<file path="config.mk">
export PLATFORM = sky130hd
export DESIGN_NAME = id_ex_stage_reg
export DESIGN_NICKNAME = d
export VERILOG_FILES = /design/src/rtl/id_ex_stage_reg.sv
export SDC_FILE = /design/constraint.sdc
export NUM_CORES = 1
export LEC_CHECK = 0
export ABC_AREA = 0
export CORE_MARGIN = 2
export CORE_UTILIZATION = 41
export CTS_CLUSTER_DIAMETER = 40
export DETAILED_ROUTE_END_ITERATION = 8
export PLACE_DENSITY = 0.92
export SLEW_MARGIN = 20
export SYNTH_ARGS = -nofsm -noshare
export SYNTH_HDL_FRONTEND = slang
export SYNTH_SLANG_ARGS = --single-unit
</file>
<file path="constraint.sdc">
create_clock -name clk -period 2.2 [get_ports clk]
set_clock_uncertainty 0.1 [all_clocks]
set_input_delay 0.44 -clock clk [delete_from_list [all_inputs] [get_ports clk]]
set_output_delay 0.44 -clock clk [all_outputs]
set_load 0.03 [all_outputs]
</file>
<file path="src/rtl/id_ex_stage_reg.sv">
// id_ex_stage_reg: ID/EX pipeline register with load-use bubble insertion, hold and flush.
// Define IDEX_BUBBLE_COUNT_EN to make bubble_count a live counter; otherwise it is tied to zero.
module id_ex_stage_reg #(
    parameter int DATA_W  = 32,
    parameter int REG_W   = 5,
    parameter int ALUOP_W = 5
) (
    input  logic               clk,
    input  logic               reset,
    input  logic               stall,
    input  logic               flush,
    input  logic [DATA_W-1:0]  id_pc_plus4,
    input  logic [DATA_W-1:0]  id_rs_data1,
    input  logic [DATA_W-1:0]  id_rs_data2,
    input  logic [DATA_W-1:0]  id_imm_ext,
    input  logic [REG_W-1:0]   id_read_register1,
    input  logic [REG_W-1:0]   id_read_register2,
    input  logic [REG_W-1:0]   id_write_register,
    input  logic               id_regwrite,
    input  logic               id_memread,
    input  logic               id_memwrite,
    input  logic               id_alusrc1,
    input  logic               id_alusrc2,
    input  logic [1:0]         id_memtoreg,
    input  logic [ALUOP_W-1:0] id_aluctrl,
    output logic [DATA_W-1:0]  ex_pc_plus4,
    output logic [DATA_W-1:0]  ex_rs_data1,
    output logic [DATA_W-1:0]  ex_rs_data2,
    output logic [DATA_W-1:0]  ex_imm_ext,
    output logic [REG_W-1:0]   ex_read_register1,
    output logic [REG_W-1:0]   ex_read_register2,
    output logic [REG_W-1:0]   ex_write_register,
    output logic               ex_regwrite,
    output logic               ex_memread,
    output logic               ex_memwrite,
    output logic               ex_alusrc1,
    output logic               ex_alusrc2,
    output logic [1:0]         ex_memtoreg,
    output logic [ALUOP_W-1:0] ex_aluctrl,
    output logic               ex_valid,
    output logic               hazard_stall,
    output logic [31:0]        bubble_count
);
    logic load_bubble;
    assign hazard_stall = ex_memread & ex_valid & (ex_write_register != '0)
                        & ((ex_write_register == id_read_register1) | (ex_write_register == id_read_register2))
                        & ~flush & ~stall;
    assign load_bubble = flush | hazard_stall;
    // A bubble is identical to the reset image, so register numbers never match in forwarding.
    always_ff @(posedge clk) begin
        if (reset || load_bubble) begin
            ex_pc_plus4       <= '0;
            ex_rs_data1       <= '0;
            ex_rs_data2       <= '0;
            ex_imm_ext        <= '0;
            ex_read_register1 <= '0;
            ex_read_register2 <= '0;
            ex_write_register <= '0;
            ex_regwrite       <= 1'b0;
            ex_memread        <= 1'b0;
            ex_memwrite       <= 1'b0;
            ex_alusrc1        <= 1'b0;
            ex_alusrc2        <= 1'b0;
            ex_memtoreg       <= '0;
            ex_aluctrl        <= '0;
            ex_valid          <= 1'b0;
        end else if (!stall) begin
            ex_pc_plus4       <= id_pc_plus4;
            ex_rs_data1       <= id_rs_data1;
            ex_rs_data2       <= id_rs_data2;
            ex_imm_ext        <= id_imm_ext;
            ex_read_register1 <= id_read_register1;
            ex_read_register2 <= id_read_register2;
            ex_write_register <= id_write_register;
            ex_regwrite       <= id_regwrite;
            ex_memread        <= id_memread;
            ex_memwrite       <= id_memwrite;
            ex_alusrc1        <= id_alusrc1;
            ex_alusrc2        <= id_alusrc2;
            ex_memtoreg       <= id_memtoreg;
            ex_aluctrl        <= id_aluctrl;
            ex_valid          <= 1'b1;
        end
    end
`ifdef IDEX_BUBBLE_COUNT_EN
    logic [31:0] count;
    always_ff @(posedge clk) begin
        if (reset)
            count <= '0;
        else if (load_bubble)
            count <= count + 32'd1;
    end
    assign bubble_count = count;
`else
    assign bubble_count = 32'h0;
`endif
endmodule

</file>
==> results.md <==
- The run finished, with violations left.
- The final reports fail on setup timing.
- The worst-path cell with the longest stage delay is sky130_fd_sc_hd__clkdlybuf4s50_1.
- The per-cell via count in the routed design is 5.161.
- The class of the most critical setup path is primary input to output pin.
- For this run, the top clock speed supported by timing is 441.8 MHz.
- The quantity of I/O buffers inserted on ports is 315.
- The summed instance area of the synthesized netlist is 7283 um^2.
- The total area inside the core boundary comes to 17360 um^2.
- Of all nets on the critical path, the largest fanout is 3.
- The number of pins with negative max-slew slack in the final report is 0.
- In the final layout, the share of cells above drive strength 1 is 0.2464.
- After clock tree synthesis, the clock-pin slew on the worst setup and hold paths is 60 ps.
- Setup violations remaining at the end of the flow were counted as 1.
- A synthesized cell averages 12.32 um^2.
- The count of endpoints failing hold in the final timing report was 0.
- The top cell type's share of synthesized area is 0.4288.
- For this run, the number of Yosys warnings is 0.
- In this run the most critical hold path is launched from id_read_register1[4].
- The wire length per cell is 18.38 um.
- The worst register-to-register path begins at ex_write_register[0].
- Entering global routing, the biggest net connects 41 pins.
- The I/O pin total is 348.
- 0 antenna diodes ended up in the layout.
- Yosys mapped a number of flops with a built-in enable equal to 0.
- Across all setup checks in the final design, the least slack found is -63.42 ps.
- The critical path goes through clkdlybuf4s50_1, xnor2_1, nand2_1, o22ai_4, and2_4, buf_6.
- The final weighted congestion in routability-driven placement is 0.7818.
- In the finished design, the share of the clock period the worst path needs comes to 1.029.
- The critical register-to-register path endpoint is ex_pc_plus4[24].
- The number of cell instances on the worst register-to-register path is 8.
- In this run the power density over the cells is 636.6 nW/um^2.
- The total iterations of the first detailed-routing run is 4.
- Max-cap violations in this run came to 0.
- Relative to the synthesized area, the layout overhead comes to 57.89%.
- Setup repair after global routing could not meet its margin everywhere.
- The flop-to-flop setup slack is 70 ps.
- Ranked by total cell area, the synthesized netlist is headed by sky130_fd_sc_hd__dfxtp_1 43%, sky130_fd_sc_hd__a211oi_2 22%, sky130_fd_sc_hd__mux2i_1 21%.
- The clock insertion delay at the later pin of the skew report is 410 ps.
- After detailed placement, the total cell area comes to 10810 um^2.
- Synthesis inferred 156 register bits.
- The via count of the first global-routing pass is 5892.
- For this design the static power due to leakage is 4.372 nW.
- The H-tree level count is 4.
- Once detail routing completed, the nets flagged for antenna violations numbered 0.
- In this run, the number of DRC markers left after iteration 0 of detailed routing was 240.
- The die span in y is 137.3 um.
- In the synthesized netlist the dominant register cell turns out to be sky130_fd_sc_hd__dfxtp_1.
- The die covers 18850 um^2.
- The worst setup path is captured at an output pin.
- The number of different library cells used by synthesis comes to 22.
- The top cell type by total area after synthesis is sky130_fd_sc_hd__dfxtp_1.
- The commonest cells after synthesis are 156 x sky130_fd_sc_hd__dfxtp_1, 155 x sky130_fd_sc_hd__mux2i_1, 129 x sky130_fd_sc_hd__a211oi_2, 34 x sky130_fd_sc_hd__clkbuf_1, 33 x sky130_fd_sc_hd__buf_4.
- The instance count along the most critical hold path is 3.
- The arrival time at the worst endpoint is 1720 ps.
- For this run, design rule violations remaining after detail routing come to 0.
- By instance count, the leading cell after synthesis is sky130_fd_sc_hd__dfxtp_1.
- The area of the multi-input gates is 3725 um^2.
- The type of element launching the critical path is a primary input.
- After routing the design area is 11500 um^2.
- Measured on the finished design, the core utilization comes to 0.6626.
- The worst hold path terminates at ex_read_register1[4].
- The number of buffers created by CTS is 17.
- For this design, the sink count on the clock tree is 156.
- The total detailed-routing wirelength is 20910 um.
- In the final layout, flip-flops and latches occupy 3132 um^2.
- The hold-fix buffer count after cts is 0.
- At the placement stage, the worst setup path has a slack of -193.5 ps.
- In the synthesized netlist the async set-or-reset flop fraction comes to 0.
- The number of buffers between clock root and the deepest sink is 2.
- The filler cell count in the final layout is 1301.
- The initial standard-cell utilization of the core is 0.4196.
- The setup TNS is -63.42 ps.
- The horizontal die dimension is 137.3 um.
- The via count is 5873.
- TritonCTS built the clock tree.
- The routed design could run at a clock period as short as 2263 ps.
- For this run, the register share of the synthesized area comes to 0.4288.
- Row generation in the floorplan step produced 48 rows.
- VDD sags by at most 489.6 uV.
- In the synthesized netlist, the number of instances is 591.
- The final global-route overflow total is 0.
- The largest single stage delay on the critical path is 530 ps.
- The detailed placement HPWL is 15080 um.
- The kind of path behind the tightest hold check is primary input to register.
- The first global-routing pass estimated 31370 um of wire.
- The number of antenna violations at the first check in global routing is 0.
- The global routing usage summed across all routing layers is 0.2143.
- The clock root buffer master is sky130_fd_sc_hd__clkbuf_16.
- After the last flow step, the layout net total stands at 1061.
- Data on the critical path is required at its endpoint by 1660 ps.
-- metal layers --
| layer | share of wire | GRT usage | vias to the layer above |
|---|---|---|---|
| met5 | 0 | 0 | - |
| met4 | 0.027 | 0.08133 | 0 |
| met3 | 0.080 | 0.07506 | 37 |
| met2 | 0.50 | 0.3684 | 236 |
| met1 | 0.39 | 0.2440 | 2827 |
| li1 | - | - | 2773 |
-- sequential cells by signal, indices dropped and copies added (netlist names), 2 cells and up --
name,cells
ex_rs_data1,32
ex_rs_data2,32
ex_memtoreg,2
ex_write_register,5
ex_aluctrl,5
ex_read_register1,5
ex_pc_plus4,32
ex_imm_ext,32
ex_read_register2,5
-- placed cells by master (no fill, tap or decap), drive strengths merged --
cell,n
clkinvlp,1
conb,32
dlymetal6s2s,8
buf,48
and2,1
xnor2,10
a211oi,155
nand2b,1
dfxtp,156
nand2,2
nand3,2
bufinv,3
nor4,1
clkbuf,20
a221oi,1
or4,1
o22ai,1
clkinv,5
inv,3
mux2i,155
nor2,1
clkdlybuf4s50,304
or2,1
dlygate4sd2,1
-- cells by family (layout without fill, tap and decap cells) --
kind of cell,Yosys count,count (layout),synth area share
multiplexers,155,155,0.2130
other,1,32,0.0005149
XOR/XNOR,10,10,0.01202
AO/OA/AOI/OAI,157,157,0.2505
buffers and inverters,102,393,0.08693
AND/OR/NAND/NOR,10,10,0.008248
flip-flops,156,156,0.4288
-- worst max-delay path by stage --
| stage | from | endpoint | slack (ps) | cells past startpoint |
|---|---|---|---|---|
| final | id_read_register1[1] | hazard_stall | -60 | 6 |
| after global routing | ex_write_register[0] | hazard_stall | -110 | 6 |
| after CTS | ex_write_register[2] | hazard_stall | -140 | 5 |
| after detailed placement | id_read_register2[0] | ex_pc_plus4[23] | -190 | 7 |
| after global placement | id_read_register2[0] | hazard_stall | -180 | 6 |
| after floorplan | ex_write_register[0] | hazard_stall | 10 | 6 |
-- final cells by class --
cell class / instances / share of cell area
Clock buffer: 19 / 0.03852
Clock inverter: 11 / 0.01251
Inverter: 1 / 0.0003264
Multi-Input combinational cell: 364 / 0.3239
Sequential cell: 156 / 0.2723
Tap cell: 225 / 0.02448
Timing Repair Buffer: 362 / 0.3279
-- report_power, final --
part           switching, mW  total (mW)  internal [mW]  leakage (nW)
Clock                   1.18        2.99           1.80         0.289
Sequential            0.0532        2.97           2.92          1.27
Combinational          0.697        1.36          0.664          2.81
Total                   1.93        7.32           5.39          4.37
-- per-stage QoR --
| stage | total power, mW | hold slack, ps | cells |
|---|---|---|---|
| after detailed placement | 4.381 | 426.4 | 1105 |
| after CTS | 7.380 | 435.2 | 1137 |
| after global placement | 4.357 | 416.1 | 1105 |
| final | 7.321 | 337.0 | 1138 |
| after floorplan | 3.791 | 514.3 | 622 |
| after global routing | 7.569 | 338.1 | 1138 |
-- worst max-delay path: cells and delay by family --
family | cells | cell delay [ps]
compound gates | 1 | 170
buf+inv | 2 | 650
xor+xnor | 1 | 150
simple gates | 2 | 310
-- repair_timing --
| action | 4_1_cts | 5_1_grt |
|---|---|---|
| buffers inserted | 2 | 1 |
| cloned | 0 | 0 |
| pin swaps | 5 | 8 |
| setup endpoints to repair | 1 | 1 |
| resized for setup | 7 | 16 |
(Power assumes the default switching activity.)
